==> src/rtl/base_vrotl_pipe.sv <==
// Pipelined variable-amount rotate-left with valid/ready flow control.
// One register stage per shift-amount bit; stage k applies the 2^(sw-1-k) term.
module base_vrotl_pipe #(
  parameter  int width     = 8,
  parameter  int tag_width = 1,
  localparam int sw        = (width > 1) ? $clog2(width) : 1
) (
  input  logic                 clk,
  input  logic                 reset,
  input  logic                 i_v,
  output logic                 i_r,
  input  logic [0:width-1]     i_d,
  input  logic [0:sw-1]        i_s,
  input  logic [0:tag_width-1] i_t,
  output logic                 o_v,
  input  logic                 o_r,
  output logic [0:width-1]     o_d,
  output logic [0:tag_width-1] o_t
);

  typedef logic [0:width-1]     data_t;
  typedef logic [0:sw-1]        shift_t;
  typedef logic [0:tag_width-1] tag_t;

  // Stage registers
  logic   v_q [sw];
  data_t  d_q [sw];
  shift_t s_q [sw];
  tag_t   t_q [sw];

  // Stage inputs: stage 0 takes the ports, stage k takes stage k-1
  logic   in_v [sw];
  data_t  in_d [sw];
  shift_t in_s [sw];
  tag_t   in_t [sw];
  data_t  rot_d [sw];

  logic [sw-1:0] rdy;

  always_comb begin
    in_v[0] = i_v;
    in_d[0] = i_d;
    in_s[0] = i_s;
    in_t[0] = i_t;
    for (int k = 1; k < sw; k++) begin
      in_v[k] = v_q[k-1];
      in_d[k] = d_q[k-1];
      in_s[k] = s_q[k-1];
      in_t[k] = t_q[k-1];
    end
  end

  // Each stage has a fixed rotate amount, so the rotation is pure wiring plus a mux.
  for (genvar k = 0; k < sw; k++) begin : g_stage
    localparam int amt = (2 ** (sw - 1 - k)) % width;
    data_t rotated;
    for (genvar i = 0; i < width; i++) begin : g_bit
      assign rotated[i] = in_d[k][(i + amt) % width];
    end
    assign rot_d[k] = in_s[k][k] ? rotated : in_d[k];
  end

  // A stage may load when empty or when everything downstream of it can move.
  always_comb begin
    logic r;
    r   = o_r;
    rdy = '0;
    for (int k = sw - 1; k >= 0; k--) begin
      r      = r | ~v_q[k];
      rdy[k] = r;
    end
  end

  // NOTE: non-blocking assignments here so every stage samples the pre-edge
  // value of its upstream neighbour; blocking would collapse the pipeline.
  always_ff @(posedge clk or posedge reset) begin
    if (reset) begin
      // NOTE: data/tag/shift registers are reset too, not just valids, so the
      // outputs never carry X even while o_v is low.
      for (int k = 0; k < sw; k++) begin
        v_q[k] <= 1'b0;
        d_q[k] <= '0;
        s_q[k] <= '0;
        t_q[k] <= '0;
      end
    end else begin
      for (int k = 0; k < sw; k++) begin
        if (rdy[k]) begin
          v_q[k] <= in_v[k];
          if (in_v[k]) begin
            d_q[k] <= rot_d[k];
            s_q[k] <= in_s[k];
            t_q[k] <= in_t[k];
          end
        end
      end
    end
  end

  assign i_r = rdy[0];
  assign o_v = v_q[sw-1];
  assign o_d = d_q[sw-1];
  assign o_t = t_q[sw-1];

endmodule

==> config.mk <==
export PLATFORM = sky130hd
export DESIGN_NAME = base_vrotl_pipe
export DESIGN_NICKNAME = d
export VERILOG_FILES = /design/src/rtl/base_vrotl_pipe.sv
export SDC_FILE = /design/constraint.sdc
export NUM_CORES = 1
export LEC_CHECK = 0
export BUFFER_PORTS_ARGS = -buffer_cell sky130_fd_sc_hd__clkbuf_2
export CELL_PAD_IN_SITES_DETAIL_PLACEMENT = 1
export CELL_PAD_IN_SITES_GLOBAL_PLACEMENT = 1
export CORE_ASPECT_RATIO = 1.2
export CORE_MARGIN = 2
export CORE_UTILIZATION = 43
export DETAILED_ROUTE_END_ITERATION = 16
export HOLD_SLACK_MARGIN = 0.03
export PLACE_DENSITY = 0.82
export SYNTH_ARGS = -nofsm -noshare
export SYNTH_HDL_FRONTEND = slang
export SYNTH_SLANG_ARGS = --single-unit
==> constraint.sdc <==
create_clock -name clk -period 1.59 [get_ports clk]
set_clock_uncertainty 0.1 [all_clocks]
set_input_delay 0.318 -clock clk [delete_from_list [all_inputs] [get_ports clk]]
set_output_delay 0.318 -clock clk [all_outputs]
set_load 0.005 [all_outputs]
==> impl_metrics.env, run 1 <==
export IMPL_hpwl_um=2323
export IMPL_clk_latency_ns=0.28
export IMPL_antenna_found_initial=0
export IMPL_worstPathMaxFanout=18
export IMPL_yosys_warnings=0
export IMPL_powerDensity_mw_per_mm2=1344
export IMPL_hold_start="i_s[1]"
export IMPL_drtAntennaViolNets=0
export IMPL_max_vdd_ir_drop_mv=0.5783
export IMPL_cp_start_kind="register"
export IMPL_h_tree_depth=2
export IMPL_track_usage_pct=17.56
export IMPL_mappedNetlistArea_mm2=0.001600
export IMPL_post_route_period_util_pct=97.04
export IMPL_drv_slew=0
export IMPL_num_nets_final=178
export IMPL_cts_tree="done"
export IMPL_slew_headroom_pct=69.91
export IMPL_grt_max_degree=34
export IMPL_min_path_type="in2reg"
export IMPL_ys_seq_area_share_pct=51.60
export IMPL_coreArea_mm2=0.003603
export IMPL_reg2reg_slack_ns=0.24
export IMPL_viasPerCell=5.701
export IMPL_r2r_end="o_t$_DFFE_PP0P_"
export IMPL_cp_arrival_ns=1.13
export IMPL_wl_um=3330
export IMPL_dp_cells=193
export IMPL_fmax_mhz=648.1
export IMPL_clock_sinks=33
export IMPL_ys_seq_elements=33
export IMPL_hold_viol=0
export IMPL_path_class="reg2out"
export IMPL_grt_ovfl_total=0
export IMPL_worstMarginPinSlew_ns=0.4514
export IMPL_io_buffers=26
export IMPL_syn_inst=141
export IMPL_status="complete, no violations"
export IMPL_syn_nets=157
export IMPL_drive_above_1_share_pct=30.25
export IMPL_end_kind="output pin"
export IMPL_final_setup_viol_count=0
export IMPL_worstHoldPathCells=2
export IMPL_fin_util_pct=50.35
export IMPL_min_to="in_s[4]$_DFFE_PP0P_"
export IMPL_cap_viol_max_count=0
export IMPL_grt_pass1_vias=1160
export IMPL_wl_per_cell_um=16.57
export IMPL_crit_required_ns=1.17
export IMPL_io_pins=27
export IMPL_die_area_mm2=0.004228
export IMPL_worstRegToRegCells=3
export IMPL_die_w_um=59.69
export IMPL_globalplace_congestion=0.7740
export IMPL_rows=24
export IMPL_numCtsBuffers=5
export IMPL_cts_root_buffer_cell="clkbuf_8"
export IMPL_period_minus_slack_ns=1.543
export IMPL_r2r_start="in_v[0]$_DFFE_PP0P_"
export IMPL_antennaDiodeCount=0
export IMPL_cts_max_path_buffers=2
export IMPL_drt_first_iter_violations=57
export IMPL_synth_avg_cell_area_um2=11.35
export IMPL_p_leak_uw=0.0008338
export IMPL_vias=1146
export IMPL_initial_core_util_pct=44.41
export IMPL_clk_pin_slew_ns=0.06
export IMPL_layout_cells_non_filler=201
export IMPL_grt_pass1_wl_um=5347
export IMPL_dieHeight_um=70.83
export IMPL_firstDrtPassIters=4
export IMPL_drcViolationCount=0
export IMPL_syn_to_final_growth_pct=13.37
export IMPL_ys_types=17
-- through the flow --
stage / total power (uW) / worst slack [ns] / instance area, um^2 / hold slack, ns / TNS, ns
after CTS: 2471 / 0.01279 / 1800 / 0.1554 / 0
after global routing: 2608 / -0.006669 / 1814 / 0.1492 / -0.006669
after detailed placement: 1814 / 0.2064 / 1700 / 0.3092 / 0
after global placement: 1776 / 0.2278 / 1700 / 0.2970 / 0
after floorplan: 1707 / 0.2076 / 1600 / 0.3469 / 0
final: 2439 / 0.04699 / 1814 / 0.1652 / 0
-- cell type report --
type / count / area [um^2]
multi-input cells: 87 / 648.1
repair buffers: 34 / 200.2
well taps: 39 / 48.80
fillers: 416 / 1789
clock buffers: 7 / 86.33
flip-flops and latches: 33 / 827.0
inverters: 1 / 3.754
-- cell usage after synthesis --
cell type	instances	share of area (%)
nand4b_2	1	0.94
mux2_2	5	3.5
and2_4	1	0.55
nand3b_2	1	0.70
buf_4	10	4.7
a21oi_1	32	10
buf_6	2	1.4
mux2i_1	24	15
buf_2	2	0.63
dfrtp_1	33	52
a31oi_1	16	6.3
inv_1	1	0.23
mux2_4	1	0.94
clkbuf_2	1	0.31
nand2b_1	4	1.6
clkbuf_1	5	1.2
nand2_1	2	0.47
-- routing by layer --
layer | vias up | GRT usage (%) | wire length (um)
met5 | - | 0 | 0
met4 | 0 | 7.407 | 63
met3 | 4 | 6.581 | 113
met2 | 26 | 30.80 | 1912
met1 | 571 | 18.17 | 1240
li1 | 545 | - | -
-- report_power, final --
| part | switching (uW) | leakage (uW) | internal [uW] | total [uW] |
|---|---|---|---|---|
| logic | 275 | 0.000432 | 314 | 589 |
| registers | 179 | 0.000358 | 1050 | 1230 |
| clock network | 281 | 0.0000443 | 343 | 624 |
| total | 734 | 0.000834 | 1700 | 2440 |
-- cells by family (layout without fill, tap and decap cells) --
logic type,Yosys count,after routing,share of synthesized area (%)
AO/OA/AOI/OAI,48,48,16.26
buffers and inverters,21,42,8.443
flip-flops,33,33,51.60
multiplexers,30,30,19.47
AND/OR/NAND/NOR,9,9,4.222
-- worst max-delay path, stage by stage, from the launching register on --
cell and delay (ns):
dfrtp_2 0.44, nand4b_4 0.11, buf_8 0.16, clkbuf_2 0.13
-- worst max path at each step --
stage	start	end	slack [ns]	depth (start not counted)
6_report	o_v$_DFFE_PP0P_	i_r	0.05	3
5_1_grt	o_v$_DFFE_PP0P_	i_r	-0.007	3
4_1_cts	o_v$_DFFE_PP0P_	i_r	0.01	3
3_5_place_dp	o_r	in_s[3]$_DFFE_PP0P_	0.21	4
3_3_place_gp	o_r	i_r	0.23	4
2_1_floorplan	o_v$_DFFE_PP0P_	o_t$_DFFE_PP0P_	0.21	5
-- cell usage in the layout, fill, tap and decap left out, types with 2 or more instances in the layout --
cell	Yosys	layout
dfrtp_1	33	32
nand2b_1	4	4
buf_4	10	6
clkbuf_8	0	6
mux2i_1	24	24
a21oi_1	32	32
a31oi_1	16	16
nand2_1	2	2
mux2_2	5	5
clkbuf_2	1	26
-- sequential cells by signal, indices dropped and copies added, names as in the netlist --
register  cells
in_s          3
in_v          2
o_t           1
d_q          16
o_d           8
in_t          2
o_v           1
-- repair_timing --
action,4_1_cts,5_1_grt
setup endpoints to repair,1,1
endpoints found under the hold margin,33,0
resized for setup,1,3
hold buffers,1,0
setup buffers,0,0
No activity file was read; power rests on OpenSTA's default activity.
==> run 2, diff against run 1 <==
--- a/config.mk
+++ b/config.mk
@@ -11,6 +11,7 @@
 export CORE_ASPECT_RATIO = 1.2
 export CORE_MARGIN = 2
 export CORE_UTILIZATION = 43
+export CTS_BUF_LIST = sky130_fd_sc_hd__clkbuf_16
 export DETAILED_ROUTE_END_ITERATION = 16
 export HOLD_SLACK_MARGIN = 0.03
 export PLACE_DENSITY = 0.82
==> run 2 against run 1 <==
First-iteration DRC count is 30% lower. Register-to-register slack about the same. Combinational power about the same. Worst hold slack improved by 0.0088 ns. Critical endpoint unchanged. Largest cell class unchanged.
==> impl_metrics.env, run 2 (synthesis results as in run 1) <==
export IMPL_status="complete, no violations"
export IMPL_vias=1124
export IMPL_numCtsBuffers=5
export IMPL_dieHeight_um=70.83
export IMPL_drtAntennaViolNets=0
export IMPL_track_usage_pct=18.44
export IMPL_rows=24
export IMPL_worstRegToRegCells=3
export IMPL_path_class="reg2out"
export IMPL_reg2reg_slack_ns=0.25
export IMPL_num_fill_cells=407
export IMPL_grt_max_degree=34
export IMPL_hold_start="i_s[1]"
export IMPL_worstMarginPinSlew_ns=0.4372
export IMPL_r2r_end="o_t$_DFFE_PP0P_"
export IMPL_regArea_um2=827.0
export IMPL_r2r_start="in_v[0]$_DFFE_PP0P_"
export IMPL_num_nets_final=178
export IMPL_die_area_mm2=0.004228
export IMPL_coreArea_mm2=0.003603
export IMPL_cts_max_path_buffers=2
export IMPL_grt_ovfl_total=0
export IMPL_total_power_uw=2682
export IMPL_drive_above_1_share_pct=29.63
export IMPL_fmax_mhz=649.6
export IMPL_wl_per_cell_um=16.57
export IMPL_initial_core_util_pct=44.41
export IMPL_cp_arrival_ns=1.12
export IMPL_clk_pin_slew_ns=0.05
export IMPL_globalplace_congestion=0.7740
export IMPL_clock_sinks=33
export IMPL_final_cell_mix="a21oi_1 (32), dfrtp_1 (32), clkbuf_2 (26)"
export IMPL_clk_latency_ns=0.27
export IMPL_powerDensity_mw_per_mm2=1442
export IMPL_largest_reg_flops=16
export IMPL_drv_slew=0
export IMPL_firstDrtPassIters=3
export IMPL_final_setup_viol_count=0
export IMPL_syn_to_final_growth_pct=16.26
export IMPL_p_leak_uw=0.0008580
export IMPL_cp_start_kind="register"
export IMPL_io_pins=27
export IMPL_grt_pass1_wl_um=5568
export IMPL_worstHoldPathCells=2
export IMPL_wl_um=3331
export IMPL_drt_first_iter_violations=40
export IMPL_die_w_um=59.69
export IMPL_rsz0062_at_grt="false"
export IMPL_min_to="in_s[4]$_DFFE_PP0P_"
export IMPL_io_buffers=26
export IMPL_multi_input_area_um2=648.1
export IMPL_period_minus_slack_ns=1.539
export IMPL_cts_root_buffer_cell="clkbuf_16"
export IMPL_end_kind="output pin"
export IMPL_h_tree_depth=2
export IMPL_antennaDiodeCount=0
export IMPL_worstPathMaxFanout=18
export IMPL_drcViolationCount=0
export IMPL_min_path_type="in2reg"
export IMPL_crit_required_ns=1.17
export IMPL_post_route_period_util_pct=96.82
export IMPL_grt_pass1_vias=1172
export IMPL_hold_viol=0
export IMPL_max_vdd_ir_drop_mv=0.7118
export IMPL_cts_setup_buffers=0
export IMPL_antenna_found_initial=0
export IMPL_cts_tree="done"
export IMPL_cap_viol_max_count=0
export IMPL_regMostFlops="d_q"
export IMPL_tns_ns=0
export IMPL_slew_headroom_pct=70.85
export IMPL_hpwl_um=2323
export IMPL_hold_ws_ns=0.1740
export IMPL_viasPerCell=5.592
run 2: worst max-delay path by stage:
stage	from	end	depth (start not counted)
6_report	o_v$_DFFE_PP0P_	i_r	3
5_1_grt	o_v$_DFFE_PP0P_	i_r	3
4_1_cts	o_v$_DFFE_PP0P_	i_r	3
3_5_place_dp	o_r	in_s[3]$_DFFE_PP0P_	4
3_3_place_gp	o_r	i_r	4
2_1_floorplan	o_v$_DFFE_PP0P_	o_t$_DFFE_PP0P_	5
run 2: per-stage QoR:
step / cell area (um^2) / worst slack, ns / util, % / std cells
after global routing: 1861 / 0.007074 / 51.63 / 201
after global placement: 1700 / 0.2278 / 47.19 / 193
after detailed placement: 1700 / 0.2064 / 47.19 / 193
after CTS: 1847 / 0.02688 / 51.25 / 201
after floorplan: 1600 / 0.2076 / - / 141
final: 1861 / 0.05058 / 51.63 / 201
run 2: routing by layer:
metal / track usage, % / share of wire (%) / vias to the layer above
met3: 7.130 / 3.8 / 5
met2: 31.40 / 56 / 24
met5: 0 / 0 / -
li1: - / - / 550
met1: 19.34 / 37 / 545
met4: 8.889 / 2.3 / 0
run 2: power breakdown:
part / internal [uW] / total [uW] / leakage, uW / switching (uW)
Sequential: 1050 / 1230 / 0.000358 / 177
Clock: 557 / 868 / 0.0000685 / 311
Combinational: 314 / 586 / 0.000432 / 273
Total: 1920 / 2680 / 0.000858 / 761
run 2: timing repair:
action | in CTS | in global routing
hold buffers | 1 | 0
setup endpoints to repair | 1 | 1
hold endpoints to repair | 33 | 0
gates resized for setup | 1 | 3
run 2: critical path: stages (launching register included):
cell      delay, ns
dfrtp_2        0.44
nand4b_4       0.11
buf_8          0.16
clkbuf_2       0.13
run 2: layout make-up:
class / count / area share, %
sequential: 33 / 44.45
clock buffer: 5 / 6.725
multi-input combinational: 87 / 34.84
inverter: 1 / 0.2017
tap: 39 / 2.623
timing repair buffer: 34 / 10.76
clock inverter: 2 / 0.4035
==> run 3, diff against run 2 <==
--- a/config.mk
+++ b/config.mk
@@ -12,9 +12,11 @@
 export CORE_MARGIN = 2
 export CORE_UTILIZATION = 43
 export CTS_BUF_LIST = sky130_fd_sc_hd__clkbuf_16
+export CTS_CLUSTER_DIAMETER = 100
 export DETAILED_ROUTE_END_ITERATION = 16
 export HOLD_SLACK_MARGIN = 0.03
 export PLACE_DENSITY = 0.82
+export SETUP_SLACK_MARGIN = 0.5
 export SYNTH_ARGS = -nofsm -noshare
 export SYNTH_HDL_FRONTEND = slang
 export SYNTH_SLANG_ARGS = --single-unit
==> run 3 against run 2 <==
Setup slack improved by 0.074 ns. Critical path depth unchanged. First-iteration DRC count down 5.0%. Worst hold slack worse by 0.14 ns. Critical path type unchanged. Critical endpoint unchanged. Highest routed layer unchanged.
==> impl_metrics.env, run 3 (synthesis results as in run 1) <==
export IMPL_critical_path_cell_chain="nand4b_4 > buf_6 > clkbuf_2"
export IMPL_clock_sinks=33
export IMPL_period_minus_slack_ns=1.465
export IMPL_vias=1180
export IMPL_antennaDiodeCount=0
export IMPL_multi_input_area_um2=772.0
export IMPL_cp_top_family="flip-flops"
export IMPL_num_nets_final=191
export IMPL_drt_first_iter_violations=38
export IMPL_die_area_mm2=0.004228
export IMPL_io_pins=27
export IMPL_coreArea_mm2=0.003603
export IMPL_regMostFlops="d_q"
export IMPL_drive_above_1_share_pct=48.30
export IMPL_crit_path_max_incr_delay_ns=0.41
export IMPL_cts_hold_buffers_added=0
export IMPL_grt_ovfl_total=0
export IMPL_largest_reg_flops=16
export IMPL_max_vdd_ir_drop_mv=0.7232
export IMPL_track_usage_pct=19.93
export IMPL_cts_root_buffer_cell="clkbuf_16"
export IMPL_grt_pass1_wl_um=6058
export IMPL_crit_path_start="o_v$_DFFE_PP0P_"
export IMPL_crit_slowest_cell="dfrtp_1"
export IMPL_worst_slack_ns=0.1250
export IMPL_numCtsBuffers=5
export IMPL_grt_pass1_vias=1232
export IMPL_rows=24
export IMPL_r2r_start="o_v$_DFFE_PP0P_"
export IMPL_initial_core_util_pct=44.41
export IMPL_post_route_period_util_pct=92.14
export IMPL_rsz0062_at_grt="true"
export IMPL_cts_tree="done"
export IMPL_min_path_type="in2async"
export IMPL_hpwl_um=2344
export IMPL_cp_start_kind="register"
export IMPL_tns_ns=0
export IMPL_placed_cell_area_mm2=0.001709
export IMPL_powerDensity_mw_per_mm2=1363
export IMPL_worstPathMaxFanout=2
export IMPL_cap_viol_max_count=0
export IMPL_crit_required_ns=1.17
export IMPL_slew_headroom_pct=53.38
export IMPL_dieHeight_um=70.83
export IMPL_cts_max_path_buffers=2
export IMPL_drcViolationCount=0
export IMPL_clk_pin_slew_ns=0.05
export IMPL_firstDrtPassIters=4
export IMPL_die_w_um=59.69
export IMPL_drtAntennaViolNets=0
export IMPL_p_leak_uw=0.0009775
export IMPL_num_fill_cells=382
export IMPL_final_cell_mix="dfrtp_1 (32), clkbuf_2 (26), mux2i_1 (24)"
export IMPL_wl_per_cell_um=17.69
export IMPL_path_class="reg2out"
export IMPL_final_setup_viol_count=0
export IMPL_antenna_found_initial=0
export IMPL_globalplace_congestion=0.7460
export IMPL_drv_slew=0
export IMPL_clk_latency_ns=0.28
export IMPL_h_tree_depth=2
export IMPL_worstMarginPinSlew_ns=0.6978
export IMPL_final_area_mm2=0.002147
export IMPL_wl_um=3804
export IMPL_hold_ws_ns=0.03573
export IMPL_dp_cells=193
export IMPL_io_buffers=26
export IMPL_fmax_mhz=682.6
export IMPL_hold_viol=0
export IMPL_grt_max_degree=34
export IMPL_cp_arrival_ns=1.05
export IMPL_crit_buf_inv=2
export IMPL_syn_to_final_growth_pct=34.17
export IMPL_viasPerCell=5.488
export IMPL_layout_cells_non_filler=215
export IMPL_status="complete, no violations"
export IMPL_layout_commonest_cell="dfrtp_1"
export IMPL_regArea_um2=827.0
export IMPL_end_kind="output pin"
export IMPL_pre_cts_ws_ns=0.2082
==> run 3: cell types whose count changed in the layout (fill, tap and decap cells not counted), sizes merged <==
cell / change
inv: -1
clkinv: +1
dlygate4sd3: -1
clkinvlp: +1
buf: +14
==> run 3: final timing paths <==
path                            cells past startpoint  slack (ns)             endpoint
worst max-delay path                                3        0.12                  i_r
worst min-delay path                                2        0.04  d_q[19]$_DFFE_PP0P_
worst max register to register                      5        0.17  in_s[3]$_DFFE_PP0P_
worst min register to register                      1        0.40  in_s[0]$_DFFE_PP0P_
max in group asynchronous                           2        0.92  in_s[4]$_DFFE_PP0P_
min in group clk                                    2        0.18  in_s[3]$_DFFE_PP0P_
==> run 3: layout make-up <==
| type | instances | area share [%] |
|---|---|---|
| tap | 39 | 2.273 |
| clock inverter | 3 | 0.6410 |
| clock buffer | 5 | 5.828 |
| timing repair buffer | 47 | 16.43 |
| inverter | 1 | 0.3497 |
| sequential | 33 | 38.52 |
| multi-input combinational | 87 | 35.96 |
==> run 3: timing repair <==
item / in CTS / in global routing
endpoints found under the hold margin: 0 / 0
buffers inserted: 10 / 2
pin swaps: 3 / 5
resized for setup: 27 / 14
gates cloned: 1 / 1
endpoints found under the setup margin: 42 / 44
==> run 3: where the power goes <==
part           switching (uW)  leakage, uW  internal, uW
Clock                     331    0.0000748           567
Combinational             341     0.000545           439
Sequential                199     0.000357          1050
Total                     870     0.000978          2060
==> run 3: per-stage QoR <==
| stage | power [uW] | util [%] |
|---|---|---|
| 2_1_floorplan | 1714 | - |
| 3_3_place_gp | 1780 | 47.43 |
| 3_5_place_dp | 1821 | 47.43 |
| 4_1_cts | 2872 | 57.19 |
| 5_1_grt | 3101 | 59.58 |
| 6_report | 2926 | 59.58 |
==> run 3: worst register-to-register path, stage by stage, from the launching register on <==
cell and delay [ns]:
dfrtp_1 0.41, nand4b_4 0.12, buf_4 0.15, buf_6 0.12
nand2_4 0.07, mux2_2 0.33
==> run 3: metal layers <==
metal | track usage [%] | vias up | part of all wire, %
li1 | - | 569 | -
met1 | 20.54 | 579 | 37
met2 | 36.84 | 26 | 58
met3 | 6.581 | 6 | 3.4
met4 | 5.926 | 0 | 1.3
met5 | 0 | - | 0
